==> config.mk <==
export PLATFORM = sky130hd
export DESIGN_NAME = alu_req_arbiter_flat
export DESIGN_NICKNAME = d
export VERILOG_FILES = /design/src/rtl/alu_pkg.sv /design/src/rtl/alu_req_arbiter_if.sv /design/src/rtl/alu_req_arbiter_core.sv /design/src/rtl/alu_req_arbiter.sv /design/src/flat_wrapper.sv
export SDC_FILE = /design/constraint.sdc
export NUM_CORES = 1
export LEC_CHECK = 0
export CAP_MARGIN = 25
export CORE_ASPECT_RATIO = 0.6
export CORE_MARGIN = 3
export CORE_UTILIZATION = 55
export CTS_CLUSTER_DIAMETER = 40
export CTS_CLUSTER_SIZE = 20
export DETAILED_ROUTE_END_ITERATION = 16
export PLACE_DENSITY = 0.88
export SKIP_LAST_GASP = 1
export SLEW_MARGIN = 10
export SYNTH_ARGS = -nofsm -noshare
export SYNTH_HDL_FRONTEND = slang
export SYNTH_SLANG_ARGS = --single-unit
==> constraint.sdc <==
create_clock -name clk -period 3.8 [get_ports clk]
set_input_delay 0.76 -clock clk [delete_from_list [all_inputs] [get_ports clk]]
set_output_delay 0.76 -clock clk [all_outputs]
set_load 0.03 [all_outputs]
==> src/rtl/alu_pkg.sv <==
// Shared definitions for the two-requester ALU arbiter: opcode map, FSM states, width defaults.
// The ALU_ARB_FLAGS_EN build option lives in the interface and top-level files.
package alu_pkg;

  localparam int DATA_W_DEF = 4;
  localparam int OP_W_DEF   = 4;

  localparam logic [3:0] OP_ADD  = 4'h0;
  localparam logic [3:0] OP_SUB  = 4'h1;
  localparam logic [3:0] OP_INC  = 4'h2;
  localparam logic [3:0] OP_DEC  = 4'h3;
  localparam logic [3:0] OP_SHL  = 4'h4;
  localparam logic [3:0] OP_SHR  = 4'h5;
  localparam logic [3:0] OP_ASR  = 4'h6;
  localparam logic [3:0] OP_PASB = 4'h7;
  localparam logic [3:0] OP_AND  = 4'h8;
  localparam logic [3:0] OP_NAND = 4'h9;
  localparam logic [3:0] OP_OR   = 4'hA;
  localparam logic [3:0] OP_XOR  = 4'hB;
  localparam logic [3:0] OP_NOR  = 4'hC;
  localparam logic [3:0] OP_XNOR = 4'hD;
  localparam logic [3:0] OP_PASA = 4'hE;
  localparam logic [3:0] OP_NOTA = 4'hF;

  typedef enum logic [1:0] {
    ST_IDLE = 2'd0,
    ST_EXEC = 2'd1,
    ST_RESP = 2'd2
  } state_t;

endpackage

==> src/rtl/alu_req_arbiter_if.sv <==
// Request/response bundle between two requesters and the ALU arbiter.
// ALU_ARB_FLAGS_EN adds per-requester zero/carry response flags.
interface alu_req_arbiter_if #(
  parameter int DATA_W = 4,
  parameter int OP_W   = 4
);
  logic              req_valid_0, req_ready_0;
  logic [OP_W-1:0]   req_op_0;
  logic [DATA_W-1:0] req_a_0, req_b_0;
  logic              req_valid_1, req_ready_1;
  logic [OP_W-1:0]   req_op_1;
  logic [DATA_W-1:0] req_a_1, req_b_1;
  logic              rsp_valid_0, rsp_ready_0;
  logic [DATA_W-1:0] rsp_res_0;
  logic              rsp_valid_1, rsp_ready_1;
  logic [DATA_W-1:0] rsp_res_1;
  logic              busy;
`ifdef ALU_ARB_FLAGS_EN
  logic              rsp_zero_0, rsp_carry_0;
  logic              rsp_zero_1, rsp_carry_1;
`endif

  modport master (
`ifdef ALU_ARB_FLAGS_EN
    input  rsp_zero_0, rsp_carry_0, rsp_zero_1, rsp_carry_1,
`endif
    output req_valid_0, req_op_0, req_a_0, req_b_0,
    output req_valid_1, req_op_1, req_a_1, req_b_1,
    output rsp_ready_0, rsp_ready_1,
    input  req_ready_0, req_ready_1,
    input  rsp_valid_0, rsp_res_0, rsp_valid_1, rsp_res_1,
    input  busy
  );

  modport slave (
`ifdef ALU_ARB_FLAGS_EN
    output rsp_zero_0, rsp_carry_0, rsp_zero_1, rsp_carry_1,
`endif
    input  req_valid_0, req_op_0, req_a_0, req_b_0,
    input  req_valid_1, req_op_1, req_a_1, req_b_1,
    input  rsp_ready_0, rsp_ready_1,
    output req_ready_0, req_ready_1,
    output rsp_valid_0, rsp_res_0, rsp_valid_1, rsp_res_1,
    output busy
  );
endinterface

==> src/rtl/alu_req_arbiter_core.sv <==
// alu4_core: 16-function combinational ALU; carry is carry-out on ADD, borrow on SUB, else 0.
module alu4_core
  import alu_pkg::*;
#(
  parameter int DATA_W = DATA_W_DEF,
  parameter int OP_W   = OP_W_DEF
) (
  input  logic [OP_W-1:0]   op,
  input  logic [DATA_W-1:0] a,
  input  logic [DATA_W-1:0] b,
  output logic [DATA_W-1:0] res,
  output logic              carry
);

  logic [DATA_W:0] sum_ext;
  logic [DATA_W:0] dif_ext;

  assign sum_ext = {1'b0, a} + {1'b0, b};
  assign dif_ext = {1'b0, a} - {1'b0, b};

  always_comb begin
    res   = '0;
    carry = 1'b0;
    case (op)
      OP_ADD:  begin res = sum_ext[DATA_W-1:0]; carry = sum_ext[DATA_W]; end
      OP_SUB:  begin res = dif_ext[DATA_W-1:0]; carry = dif_ext[DATA_W]; end
      OP_INC:  res = a + DATA_W'(1);
      OP_DEC:  res = a - DATA_W'(1);
      OP_SHL:  res = {a[DATA_W-2:0], 1'b0};
      OP_SHR:  res = {1'b0, a[DATA_W-1:1]};
      OP_ASR:  res = {a[DATA_W-1], a[DATA_W-1:1]};
      OP_PASB: res = b;
      OP_AND:  res = a & b;
      OP_NAND: res = ~(a & b);
      OP_OR:   res = a | b;
      OP_XOR:  res = a ^ b;
      OP_NOR:  res = ~(a | b);
      OP_XNOR: res = ~(a ^ b);
      OP_PASA: res = a;
      OP_NOTA: res = ~a;
      default: res = '0;
    endcase
  end

endmodule

==> src/rtl/alu_req_arbiter.sv <==
// Two-requester round-robin front end to a single shared ALU (IDLE -> EXEC -> RESP).
// Define ALU_ARB_FLAGS_EN to add registered zero/carry flags to each response.
module alu_req_arbiter
  import alu_pkg::*;
#(
  parameter int DATA_W = DATA_W_DEF,
  parameter int OP_W   = OP_W_DEF
) (
  input  logic              clk,
  input  logic              rst_n,
  alu_req_arbiter_if.slave  bus
);

  state_t            state;
  logic              gnt;
  logic              ptr;
  logic              sel;
  logic              any_vld;
  logic              idle_ok;
  logic              rsp_rdy_g;
  logic              rsp_vld_0, rsp_vld_1;
  logic [OP_W-1:0]   op_p0;
  logic [DATA_W-1:0] a_p0, b_p0;
  logic [DATA_W-1:0] res_p1;
  logic [DATA_W-1:0] alu_res;
  logic              alu_carry;
`ifdef ALU_ARB_FLAGS_EN
  logic              zero_p1, carry_p1;
`else
  logic              unused_carry;
  assign unused_carry = alu_carry;
`endif

  // Pointer only breaks ties; a lone requester always wins.
  assign any_vld = bus.req_valid_0 | bus.req_valid_1;
  assign sel     = (bus.req_valid_0 & bus.req_valid_1) ? ptr : bus.req_valid_1;
  assign idle_ok = rst_n && (state == ST_IDLE);

  assign bus.req_ready_0 = idle_ok & bus.req_valid_0 & ~sel;
  assign bus.req_ready_1 = idle_ok & bus.req_valid_1 & sel;

  assign rsp_rdy_g = gnt ? bus.rsp_ready_1 : bus.rsp_ready_0;

  alu4_core #(.DATA_W(DATA_W), .OP_W(OP_W)) u_alu (
    .op    (op_p0),
    .a     (a_p0),
    .b     (b_p0),
    .res   (alu_res),
    .carry (alu_carry)
  );

  always_ff @(posedge clk or negedge rst_n) begin
    if (!rst_n) begin
      state  <= ST_IDLE;
      gnt    <= 1'b0;
      ptr    <= 1'b0;
      op_p0  <= '0;
      a_p0   <= '0;
      b_p0   <= '0;
      res_p1 <= '0;
`ifdef ALU_ARB_FLAGS_EN
      zero_p1  <= 1'b0;
      carry_p1 <= 1'b0;
`endif
    end else begin
      case (state)
        // p0: capture the granted requester's operands
        ST_IDLE: begin
          if (any_vld) begin
            op_p0 <= sel ? bus.req_op_1 : bus.req_op_0;
            a_p0  <= sel ? bus.req_a_1  : bus.req_a_0;
            b_p0  <= sel ? bus.req_b_1  : bus.req_b_0;
            gnt   <= sel;
            state <= ST_EXEC;
          end
        end
        // p1: register the ALU result
        ST_EXEC: begin
          res_p1 <= alu_res;
`ifdef ALU_ARB_FLAGS_EN
          zero_p1  <= (alu_res == '0);
          carry_p1 <= alu_carry;
`endif
          state  <= ST_RESP;
        end
        ST_RESP: begin
          if (rsp_rdy_g) begin
            ptr   <= ~gnt;
            state <= ST_IDLE;
          end
        end
        default: state <= ST_IDLE;
      endcase
    end
  end

  assign rsp_vld_0 = (state == ST_RESP) & ~gnt;
  assign rsp_vld_1 = (state == ST_RESP) &  gnt;

  assign bus.rsp_valid_0 = rsp_vld_0;
  assign bus.rsp_valid_1 = rsp_vld_1;
  assign bus.rsp_res_0   = rsp_vld_0 ? res_p1 : '0;
  assign bus.rsp_res_1   = rsp_vld_1 ? res_p1 : '0;
  assign bus.busy        = (state != ST_IDLE);

`ifdef ALU_ARB_FLAGS_EN
  assign bus.rsp_zero_0  = rsp_vld_0 & zero_p1;
  assign bus.rsp_carry_0 = rsp_vld_0 & carry_p1;
  assign bus.rsp_zero_1  = rsp_vld_1 & zero_p1;
  assign bus.rsp_carry_1 = rsp_vld_1 & carry_p1;
`endif

endmodule

==> src/flat_wrapper.sv <==
// flat-port wrapper written by rule: the top's interface ports become plain ports
module alu_req_arbiter_flat import alu_pkg::*;
#(
  parameter int DATA_W = DATA_W_DEF,
  parameter int OP_W   = OP_W_DEF
)
  (clk, rst_n, bus_req_valid_0, bus_req_op_0, bus_req_a_0, bus_req_b_0, bus_req_valid_1, bus_req_op_1, bus_req_a_1, bus_req_b_1, bus_rsp_ready_0, bus_rsp_ready_1, bus_req_ready_0, bus_req_ready_1, bus_rsp_valid_0, bus_rsp_res_0, bus_rsp_valid_1, bus_rsp_res_1, bus_busy);
  alu_req_arbiter_if #(.DATA_W(DATA_W), .OP_W(OP_W)) bus_i ();
  input  logic clk;
  input  logic rst_n;
  input wire logic [$bits(bus_i.req_valid_0)-1:0] bus_req_valid_0;
  input wire logic [$bits(bus_i.req_op_0)-1:0] bus_req_op_0;
  input wire logic [$bits(bus_i.req_a_0)-1:0] bus_req_a_0;
  input wire logic [$bits(bus_i.req_b_0)-1:0] bus_req_b_0;
  input wire logic [$bits(bus_i.req_valid_1)-1:0] bus_req_valid_1;
  input wire logic [$bits(bus_i.req_op_1)-1:0] bus_req_op_1;
  input wire logic [$bits(bus_i.req_a_1)-1:0] bus_req_a_1;
  input wire logic [$bits(bus_i.req_b_1)-1:0] bus_req_b_1;
  input wire logic [$bits(bus_i.rsp_ready_0)-1:0] bus_rsp_ready_0;
  input wire logic [$bits(bus_i.rsp_ready_1)-1:0] bus_rsp_ready_1;
  output wire logic [$bits(bus_i.req_ready_0)-1:0] bus_req_ready_0;
  output wire logic [$bits(bus_i.req_ready_1)-1:0] bus_req_ready_1;
  output wire logic [$bits(bus_i.rsp_valid_0)-1:0] bus_rsp_valid_0;
  output wire logic [$bits(bus_i.rsp_res_0)-1:0] bus_rsp_res_0;
  output wire logic [$bits(bus_i.rsp_valid_1)-1:0] bus_rsp_valid_1;
  output wire logic [$bits(bus_i.rsp_res_1)-1:0] bus_rsp_res_1;
  output wire logic [$bits(bus_i.busy)-1:0] bus_busy;
  assign bus_i.req_valid_0 = bus_req_valid_0;
  assign bus_i.req_op_0 = bus_req_op_0;
  assign bus_i.req_a_0 = bus_req_a_0;
  assign bus_i.req_b_0 = bus_req_b_0;
  assign bus_i.req_valid_1 = bus_req_valid_1;
  assign bus_i.req_op_1 = bus_req_op_1;
  assign bus_i.req_a_1 = bus_req_a_1;
  assign bus_i.req_b_1 = bus_req_b_1;
  assign bus_i.rsp_ready_0 = bus_rsp_ready_0;
  assign bus_i.rsp_ready_1 = bus_rsp_ready_1;
  assign bus_req_ready_0 = bus_i.req_ready_0;
  assign bus_req_ready_1 = bus_i.req_ready_1;
  assign bus_rsp_valid_0 = bus_i.rsp_valid_0;
  assign bus_rsp_res_0 = bus_i.rsp_res_0;
  assign bus_rsp_valid_1 = bus_i.rsp_valid_1;
  assign bus_rsp_res_1 = bus_i.rsp_res_1;
  assign bus_busy = bus_i.busy;
  alu_req_arbiter #(.DATA_W(DATA_W), .OP_W(OP_W)) u_core (.clk(clk), .rst_n(rst_n), .bus(bus_i));
endmodule
==> flow_metrics.tcl <==
set metrics [dict create \
    status "completed" \
    die_y_um 51.6 \
    antenna_cells 0 \
    max_freq_mhz 317 \
    final_area_um2 2360 \
    holdCritStartpoint "u_core.res_p1[1]" \
    final_hold_viol_count 0 \
    drc 0 \
    cellPowerDensity_nw_per_um2 894 \
    vias_per_cell 5.90 \
    grt_max_degree 27 \
    cp-start-kind "input pin" \
    synth-edff-count 0 \
    nFillCells 230 \
    clk_latency_ps 260 \
    rr_startpoint "u_core.b_p0[1]" \
    end_kind "primary output" \
    synthToLayoutAreaGrowth_pct 23.7 \
    combPwrFrac_pct 69.2 \
    ys_warn_count 0 \
    firstDrtPassIters 4 \
    avgSynthCellArea_um2 8.39 \
    dpl_cell_area_um2 2300 \
    cts_max_path_buffers 2 \
    multi_input_area_um2 1230 \
    num_rows 15 \
    wl_per_cell_um 16.2 \
    postRouteAntennaNets 0 \
    slew_headroom_pct 41.2 \
    synthesis.nets 270 \
    clock-sinks 20 \
    drive_above_1_share_pct 7.60 \
    vias 1801 \
    power.share.clock_pct 8.0 \
    p_int_w 0.00105 \
    grt_pass1_vias 1743 \
    netlist_area_um2 1910 \
    startpoint "bus_req_valid_0" \
    power_frac_seq_pct 22.9 \
    antenna_found_initial 0 \
    tightestPinTransition_ps 881 \
    clock_skew_ps 2.43 \
    cts_setup_buffers 0 \
    final_nets 307 \
    synth_cell_types 57 \
    hp-class "reg2reg" \
    cp_max_fo 14 \
    worstSetupPathType "in2out" \
    clockRootBuffer "clkbuf_8" \
    routed_wl_mm 4.93 \
    globalRouteOverflowTotal 0 \
    seq_area_um2 500 \
    drv_slew 0 \
    syn-instance-count 227 \
    cts_hold_buf 0 \
    htreeDepth 1 \
    cts_resized 0 \
    grt_pass1_wl_mm 8.60 \
    yosys_most_used_dff "dfrtp_1" \
    portBuffers 42 \
    die_w_um 82.0 \
    switching_share_pct 50.1 \
    cp.required_ps 3040 \
    leakage_nw 1.06 \
    irDropWorstVdd_uv 442 \
    cts_buffers 3 \
    crit_arrival_ps 2390 \
    switchingPower_w 0.00106 \
    setup_violations 0 \
    place_hpwl_mm 3.74 \
    ys_ff_latch 20 \
    io_pins 43 \
    seq_area_frac_synth_pct 26.3 \
    utilization_pct 76.6 \
    track_usage_pct 26.5 \
    drv_cap 0 \
    initial_utilization_pct 61.9 \
    fin_crit_sh_pct 82.9 \
    drtIter0Drc 149 \
    async_flop_share_pct 100 \
    coreArea_um2 3080 \
    clkTransAtPathRegs_ps 80 \
    place.gp.congestion 0.914 \
    cts_tree "yes" \
    tns_ps 0 \
    die_area_um2 4230 \
    grt_setup_unrepaired "false" \
    period_minus_slack_ps 3150 \
]
[power groups by stage]
stage / combinational, W / sequential [W] / clock [W]
2_1_floorplan: 0.00120 / 0.000413 / 0
3_3_place_gp: 0.00139 / 0.000477 / 0
3_5_place_dp: 0.00143 / 0.000481 / 0
4_1_cts: 0.00144 / 0.000476 / 0.000170
5_1_grt: 0.00164 / 0.000496 / 0.000179
6_report: 0.00146 / 0.000482 / 0.000168
[worst paths after layout]
path,slack (ps),cells past startpoint,endpoint
max,650,6,bus_req_ready_1
min reg2reg,550,1,u_core.res_p1[1]
max in group asynchronous,2680,2,u_core.op_p0[3]
min,550,1,u_core.res_p1[1]
max reg2reg,1190,11,u_core.res_p1[3]
min in group asynchronous,900,2,u_core.ptr
[layout by cell type (no fill, tap or decap), types with 3 or more instances in the layout]
cell	n
nor2b_1	10
nand2_1	16
nor3_1	3
a22o_1	3
mux2i_1	15
nand2b_1	3
nand3_1	4
xnor2_1	4
ha_1	12
nor2_1	24
inv_1	12
o22ai_1	4
buf_4	6
clkdlybuf4s50_1	42
o21ai_0	6
dfrtp_1	20
a31oi_1	4
and3_1	8
clkbuf_8	4
a21oi_1	24
[registers in the layout (all words and copies together), names as in the netlist]
name	count
u_core.res_p1	4
u_core.state	2
u_core.b_p0	4
u_core.gnt	1
u_core.op_p0	4
u_core.ptr	1
u_core.a_p0	4
[per-stage QoR]
step                      std cells  hold WS [ps]  power [W]  worst slack, ps
final                           305           549    0.00211              650
after global routing            305           591    0.00231              549
after CTS                       305           547    0.00209              653
after detailed placement        301           529    0.00191              654
after global placement          301           524    0.00186              695
after floorplan                 227           464    0.00162              934
[logic make-up after synthesis]
logic type | after synthesis | synth area share (%)
AND/OR/NAND/NOR | 78 | 20.6
multiplexers | 16 | 8.47
XOR/XNOR | 6 | 2.76
AO/OA/AOI/OAI | 65 | 24.0
buffers and inverters | 29 | 8.93
adder cells (fa/ha/maj) | 13 | 8.93
flip-flops | 20 | 26.3
[area by class of cell]
| type | instances | share of cell area, % |
|---|---|---|
| well taps | 42 | 2.23 |
| repair buffers | 48 | 19.7 |
| multi-input cells | 178 | 52.4 |
| inverters | 13 | 2.07 |
| flip-flops and latches | 20 | 21.2 |
| clock buffers | 4 | 2.34 |
[cells in the mapped netlist, types with 2 or more instances]
| cell | number | share of area, % |
|---|---|---|
| nand2_1 | 16 | 3.2 |
| and3_1 | 8 | 2.6 |
| inv_1 | 12 | 2.4 |
| clkbuf_1 | 2 | 0.39 |
| and2_1 | 2 | 0.66 |
| o21a_1 | 2 | 0.79 |
| nand3_1 | 4 | 1.1 |
| o311ai_1 | 2 | 0.92 |
| o22ai_1 | 4 | 1.3 |
| buf_2 | 5 | 1.3 |
| buf_6 | 3 | 1.8 |
| a22o_1 | 3 | 1.4 |
| xor2_1 | 2 | 0.92 |
| o31ai_1 | 2 | 0.79 |
| nor2b_1 | 10 | 3.3 |
| nand2b_1 | 3 | 0.99 |
| o21ai_0 | 6 | 1.6 |
| ha_1 | 12 | 7.9 |
| dfrtp_1 | 20 | 26 |
| xnor2_1 | 4 | 1.8 |
| mux2i_1 | 15 | 7.9 |
| nor3_1 | 3 | 0.79 |
| nor2_2 | 2 | 0.66 |
| buf_4 | 3 | 1.2 |
| a21oi_1 | 24 | 6.3 |
| nor2_1 | 24 | 4.7 |
| a31oi_1 | 4 | 1.3 |
[worst max-delay path: stages]
cell	delay, ps
clkdlybuf4s50_1	470
inv_1	70
o21ai_2	160
buf_4	260
nor2_1	70
clkdlybuf4s50_1	590
[per-layer routing]
layer	up-vias	track usage, %	routed length [um]
li1	882	-	-
met1	824	36.6	2240
met2	93	43.2	2230
met3	2	6.40	442
met4	0	3.04	18
met5	-	0	0
(Power assumes the default switching activity.)
